### config.mk
export PLATFORM = sky130hd
export DESIGN_NAME = serial_word_tx
export DESIGN_NICKNAME = d
export VERILOG_FILES = /design/src/rtl/serial_word_tx.sv
export SDC_FILE = /design/constraint.sdc
export NUM_CORES = 1
export LEC_CHECK = 0
export BUFFER_PORTS_ARGS = -buffer_cell sky130_fd_sc_hd__buf_2
export CAP_MARGIN = 0
export CORE_AREA = 2 2 39 41
export CTS_BUF_LIST = sky130_fd_sc_hd__clkbuf_16
export CTS_CLUSTER_DIAMETER = 120
export CTS_CLUSTER_SIZE = 28
export DETAILED_ROUTE_END_ITERATION = 10
export DIE_AREA = 0 0 41 43
export GPL_TIMING_DRIVEN = 0
export SLEW_MARGIN = 40
export SYNTH_ARGS = -nofsm -noshare
export SYNTH_HDL_FRONTEND = slang
export SYNTH_SLANG_ARGS = --single-unit
### constraint.sdc
create_clock -name clk -period 2.35 [get_ports clk]
set_clock_uncertainty 0.2 [all_clocks]
set_input_delay 0.47 -clock clk [delete_from_list [all_inputs] [get_ports clk]]
set_output_delay 0.47 -clock clk [all_outputs]
set_load 0.01 [all_outputs]
### src/rtl/serial_word_tx.sv
// Parallel-to-serial word transmitter, MSB first, feeding a downstream SIPO shift chain.
// Valid/ready input handshake, optional idle gap after each word, one-cycle frame strobe.
module serial_word_tx #(
    parameter int WIDTH = 6,
    parameter int GAP   = 0
) (
    input  logic             clk,
    input  logic             rst,
    input  logic             din_valid,
    input  logic [WIDTH-1:0] din,
    output logic             din_ready,
    output logic             sout,
    output logic             busy,
    output logic             frame_valid
);

    localparam int CW = (WIDTH > 1) ? $clog2(WIDTH) : 1;
    localparam logic [CW-1:0] CNT_LAST = CW'(WIDTH - 1);
    localparam logic [7:0]    GAP_LAST = (GAP > 0) ? 8'(GAP - 1) : 8'd0;

    typedef enum logic [1:0] {
        S_IDLE,
        S_SHIFT,
        S_GAP
    } state_t;

    state_t           state;
    logic [WIDTH-1:0] sreg;
    logic [CW-1:0]    cnt;
    logic [7:0]       gcnt;
    logic             accept;

    // A new word may follow the last bit directly only when no gap is configured.
    assign din_ready = (state == S_IDLE) ||
                       ((state == S_SHIFT) && (cnt == CNT_LAST) && (GAP == 0));
    assign accept    = din_valid && din_ready;
    assign busy      = (state != S_IDLE);

    always_ff @(posedge clk) begin
        if (rst) begin
            state       <= S_IDLE;
            sreg        <= '0;
            cnt         <= '0;
            gcnt        <= '0;
            sout        <= 1'b0;
            frame_valid <= 1'b0;
        end else begin
            frame_valid <= 1'b0;
            case (state)
                S_IDLE: begin
                    if (accept) begin
                        sreg  <= din;
                        sout  <= din[WIDTH-1];
                        cnt   <= '0;
                        state <= S_SHIFT;
                    end
                end
                S_SHIFT: begin
                    if (cnt != CNT_LAST) begin
                        // Rotate so the next lower bit of the word is always at WIDTH-2.
                        sreg <= {sreg[WIDTH-2:0], sreg[WIDTH-1]};
                        sout <= sreg[WIDTH-2];
                        cnt  <= cnt + 1'b1;
                    end else begin
                        frame_valid <= 1'b1;
                        if (accept) begin
                            sreg  <= din;
                            sout  <= din[WIDTH-1];
                            cnt   <= '0;
                            state <= S_SHIFT;
                        end else if (GAP > 0) begin
                            state <= S_GAP;
                            gcnt  <= '0;
                            sout  <= 1'b0;
                        end else begin
                            state <= S_IDLE;
                            sout  <= 1'b0;
                        end
                    end
                end
                S_GAP: begin
                    if (gcnt == GAP_LAST) begin
                        state <= S_IDLE;
                    end else begin
                        gcnt <= gcnt + 8'd1;
                    end
                end
                default: begin
                    state <= S_IDLE;
                    sout  <= 1'b0;
                end
            endcase
        end
    end

endmodule
==> results.py <==
metrics = {
    "cells_and_area": {
        "antennaDiodeCount": 0,
        "nNetsFinal": 82,
        "final_core_util_pct": 51.27,
        "area_delta_synth_final_pct": 27.99,
        "fillers": 128,
        "drive_gt1_share_pct": 39.13,
    },
    "clock_network": {
        "clk_latency_ns": 0.24,
        "clockBufferDepth": 2,
        "clkSlewWorstSetupHoldPaths_ns": 0.04,
        "numCtsBuffers": 3,
        "hold_buffers": 0,
        "post_cts_buffers": 0,
        "cts.sinks": 12,
        "cts_resized": 0,
        "cts_root_buffer": "clkbuf_16",
        "cts_max_level": 1,
        "cts_tree": "done",
    },
    "worst_setup_path": {
        "cp_num_buf_inv": 4,
        "worst_path_largest_cell_delay_ns": 0.34,
        "cp_top_family": "buffers and inverters",
        "worst_setup_path_end_kind": "output port",
        "setup.worst_path.start_class": "register",
        "cp_data_arrival_time_ns": 1.54,
        "critPathMaxFanout": 10,
        "cp_slowest_cell": "dfxtp_1",
        "reg2reg_from": "cnt[1]$_SDFF_PP0_",
        "startpoint": "cnt[1]$_SDFF_PP0_",
        "critical_path_class": "register to output port",
        "crit_chain": "inv_1 -> ha_1 -> a21boi_2 -> inv_2 -> buf_6 -> buf_2",
        "crit_required_ns": 1.68,
    },
    "detailed_routing": {
        "vias": 436,
        "first_pass_iters": 1,
        "wl_um": 1016,
        "wire_per_inst_um": 11.95,
        "ant_nets": 0,
        "drc_errors": 0,
        "drtIter0Drc": 0,
        "vias_per_cell": 5.129,
    },
    "synth": {
        "yosysSeqAreaShare_pct": 43.34,
        "async_reset_ff_share_pct": 0,
        "synth_nets": 65,
        "ys_warn_count": 0,
        "netlist_area_um2": 554.3,
        "synth_top_area_share_pct": 43.34,
        "syn_avg_cell_area_um2": 10.26,
        "synthTopCellsByCount": "dfxtp_1 (12), nor2_1 (7), a211oi_2 (5), a21oi_1 (5), mux2i_1 (5)",
        "synth_edf_count": 0,
        "synthTopCellsByArea": "dfxtp_1 (43%), a211oi_2 (11%), mux2i_1 (9.0%)",
        "yosysTopAreaCell": "dfxtp_1",
        "syn-instance-count": 54,
        "yosysUniqueCellTypes": 23,
        "synth.most_common_cell": "dfxtp_1",
        "synth_seq_cells": 12,
        "synthFlopType": "dfxtp_1",
    },
    "sta": {
        "tightest_slew_ns": 0.2949,
        "setup_ws_ns": 0.1427,
        "fmax_ghz": 0.4530,
        "rsz0062_at_grt": "false",
        "hold_viol": 0,
        "layout_min_cycle_time_ns": 2.207,
        "period_share_pct": 93.93,
        "fin_tns_setup_ns": 0,
        "final-setup-viol-count": 0,
        "final-max-slew-violation-count": 0,
        "relSlewSlack_pct": 80.23,
    },
    "job": {
        "cap_viol_max_count": 0,
    },
    "floorplan": {
        "ios": 13,
        "die_h_um": 43,
        "start_util_pct": 40.05,
        "std_cell_rows": 14,
        "coreArea_mm2": 0.001384,
        "die_w_um": 41,
        "die_area_mm2": 0.001763,
    },
    "pwr": {
        "power.density_mw_per_mm2": 835.5,
        "seqPwrFrac_pct": 38.2,
        "internal-power_w": 0.0004706,
        "leakagePower_nw": 0.3213,
        "switching_share_pct": 20.61,
        "comb_power_share_pct": 10.9,
        "clockPowerShare_pct": 50.9,
        "vdd_drop_max_mv": 0.4766,
        "p_switching_w": 0.0001222,
    },
    "placed_design": {
        "hpwl_um": 718,
        "dp_slack_ns": 0.4253,
        "io_buffers": 12,
        "finalWeightedCongestion": 0.7122,
    },
    "hold_path": {
        "hp-class": "register to register",
        "worstHoldStart": "sreg[5]$_SDFF_PP0_",
    },
    "global_routing": {
        "grt_pass1_vias": 382,
        "grt_max_degree": 11,
        "antenna_found_initial": 0,
        "grt_pass1_wl_um": 1752,
        "grt_overflow": 0,
        "grt_usage_pct": 15.87,
    },
    "status": {
        "status": "finished clean",
    },
}
[power groups by stage]
stage / Clock (W) / Combinational, W / Sequential (W)
floorplan: 0 / 0.0000462 / 0.000229
global placement: 0 / 0.0000646 / 0.000229
detailed placement: 0 / 0.0000657 / 0.000230
CTS: 0.000309 / 0.0000659 / 0.000227
global route: 0.000319 / 0.0000722 / 0.000228
finish: 0.000302 / 0.0000645 / 0.000226
[layout make-up]
class | count | area (um^2) | area share (%)
Buffer | 3 | 23.77 | 3.351
Timing Repair Buffer | 12 | 60.06 | 8.466
Sequential cell | 12 | 240.2 | 33.86
Inverter | 3 | 11.26 | 1.587
Tap cell | 16 | 20.02 | 2.822
Clock buffer | 3 | 75.07 | 10.58
Multi-Input combinational cell | 36 | 279.0 | 39.33
[worst paths after layout]
check / slack (ns) / to / cells after the start
worst max-delay path: 0.14 / din_ready / 6
worst min-delay path: 0.27 / sreg[5]$_SDFF_PP0_ / 2
worst max register to register: 0.70 / sreg[4]$_SDFF_PP0_ / 7
worst min register to register: 0.27 / sreg[5]$_SDFF_PP0_ / 2
[per-layer routing]
layer | global-route usage (%) | part of all wire, % | vias up
met5 | 0 | 0 | -
li1 | - | - | 225
met3 | 6.283 | 4.4 | 5
met4 | 12.00 | 3.9 | 0
met2 | 21.25 | 49 | 10
met1 | 19.41 | 42 | 196
[state kept, by name (all words and copies together), names as in the netlist]
name	cells
sreg	6
state	1
sout	1
cnt	3
frame_valid	1
[worst min-delay path, stage by stage (launching register included)]
cell and delay, ns:
dfxtp_1 0.30, nand2b_1 0.06, a21oi_1 0.06
[cell usage in the layout, fill, tap and decap left out]
master and instances:
or3b_1 1, a31o_2 1, a211oi_2 5, inv_2 1, nand2_1 1, or3_1 1
clkbuf_16 3, inv_1 2, dfxtp_1 12, xor2_1 1, buf_2 13, o21ai_0 1
or2b_1 1, ha_1 2, nor3_1 1, a21boi_2 1, buf_6 1, and4b_2 1
a21oi_1 5, nand2b_1 1, buf_4 1, nor2_1 7, mux2i_1 5, nand3b_1 1
[cell families (layout without fill, tap and decap cells)]
group	Yosys count	after routing	share of synthesized area, %
adders and majority gates	2	2	4.514
muxes	5	5	9.030
DFF	12	12	43.34
buffers and inverters	6	21	6.320
and+or+nand+nor	15	15	14.90
xor gates and xnor gates	1	1	1.580
AOI/OAI and AO/OA	13	13	20.31
[stage by stage]
step                total power, W  instance area [um^2]  hold WS [ns]  cells
global placement         0.0002938                 634.4        0.2615     82
finish                   0.0005927                 709.4        0.2718     85
floorplan                0.0002753                 554.3        0.2500     54
global route             0.0006198                 709.4        0.2857     85
detailed placement       0.0002955                 634.4        0.2643     82
CTS                      0.0006014                 709.4        0.2715     85
Note: power is estimated with default switching activity, not from simulation.
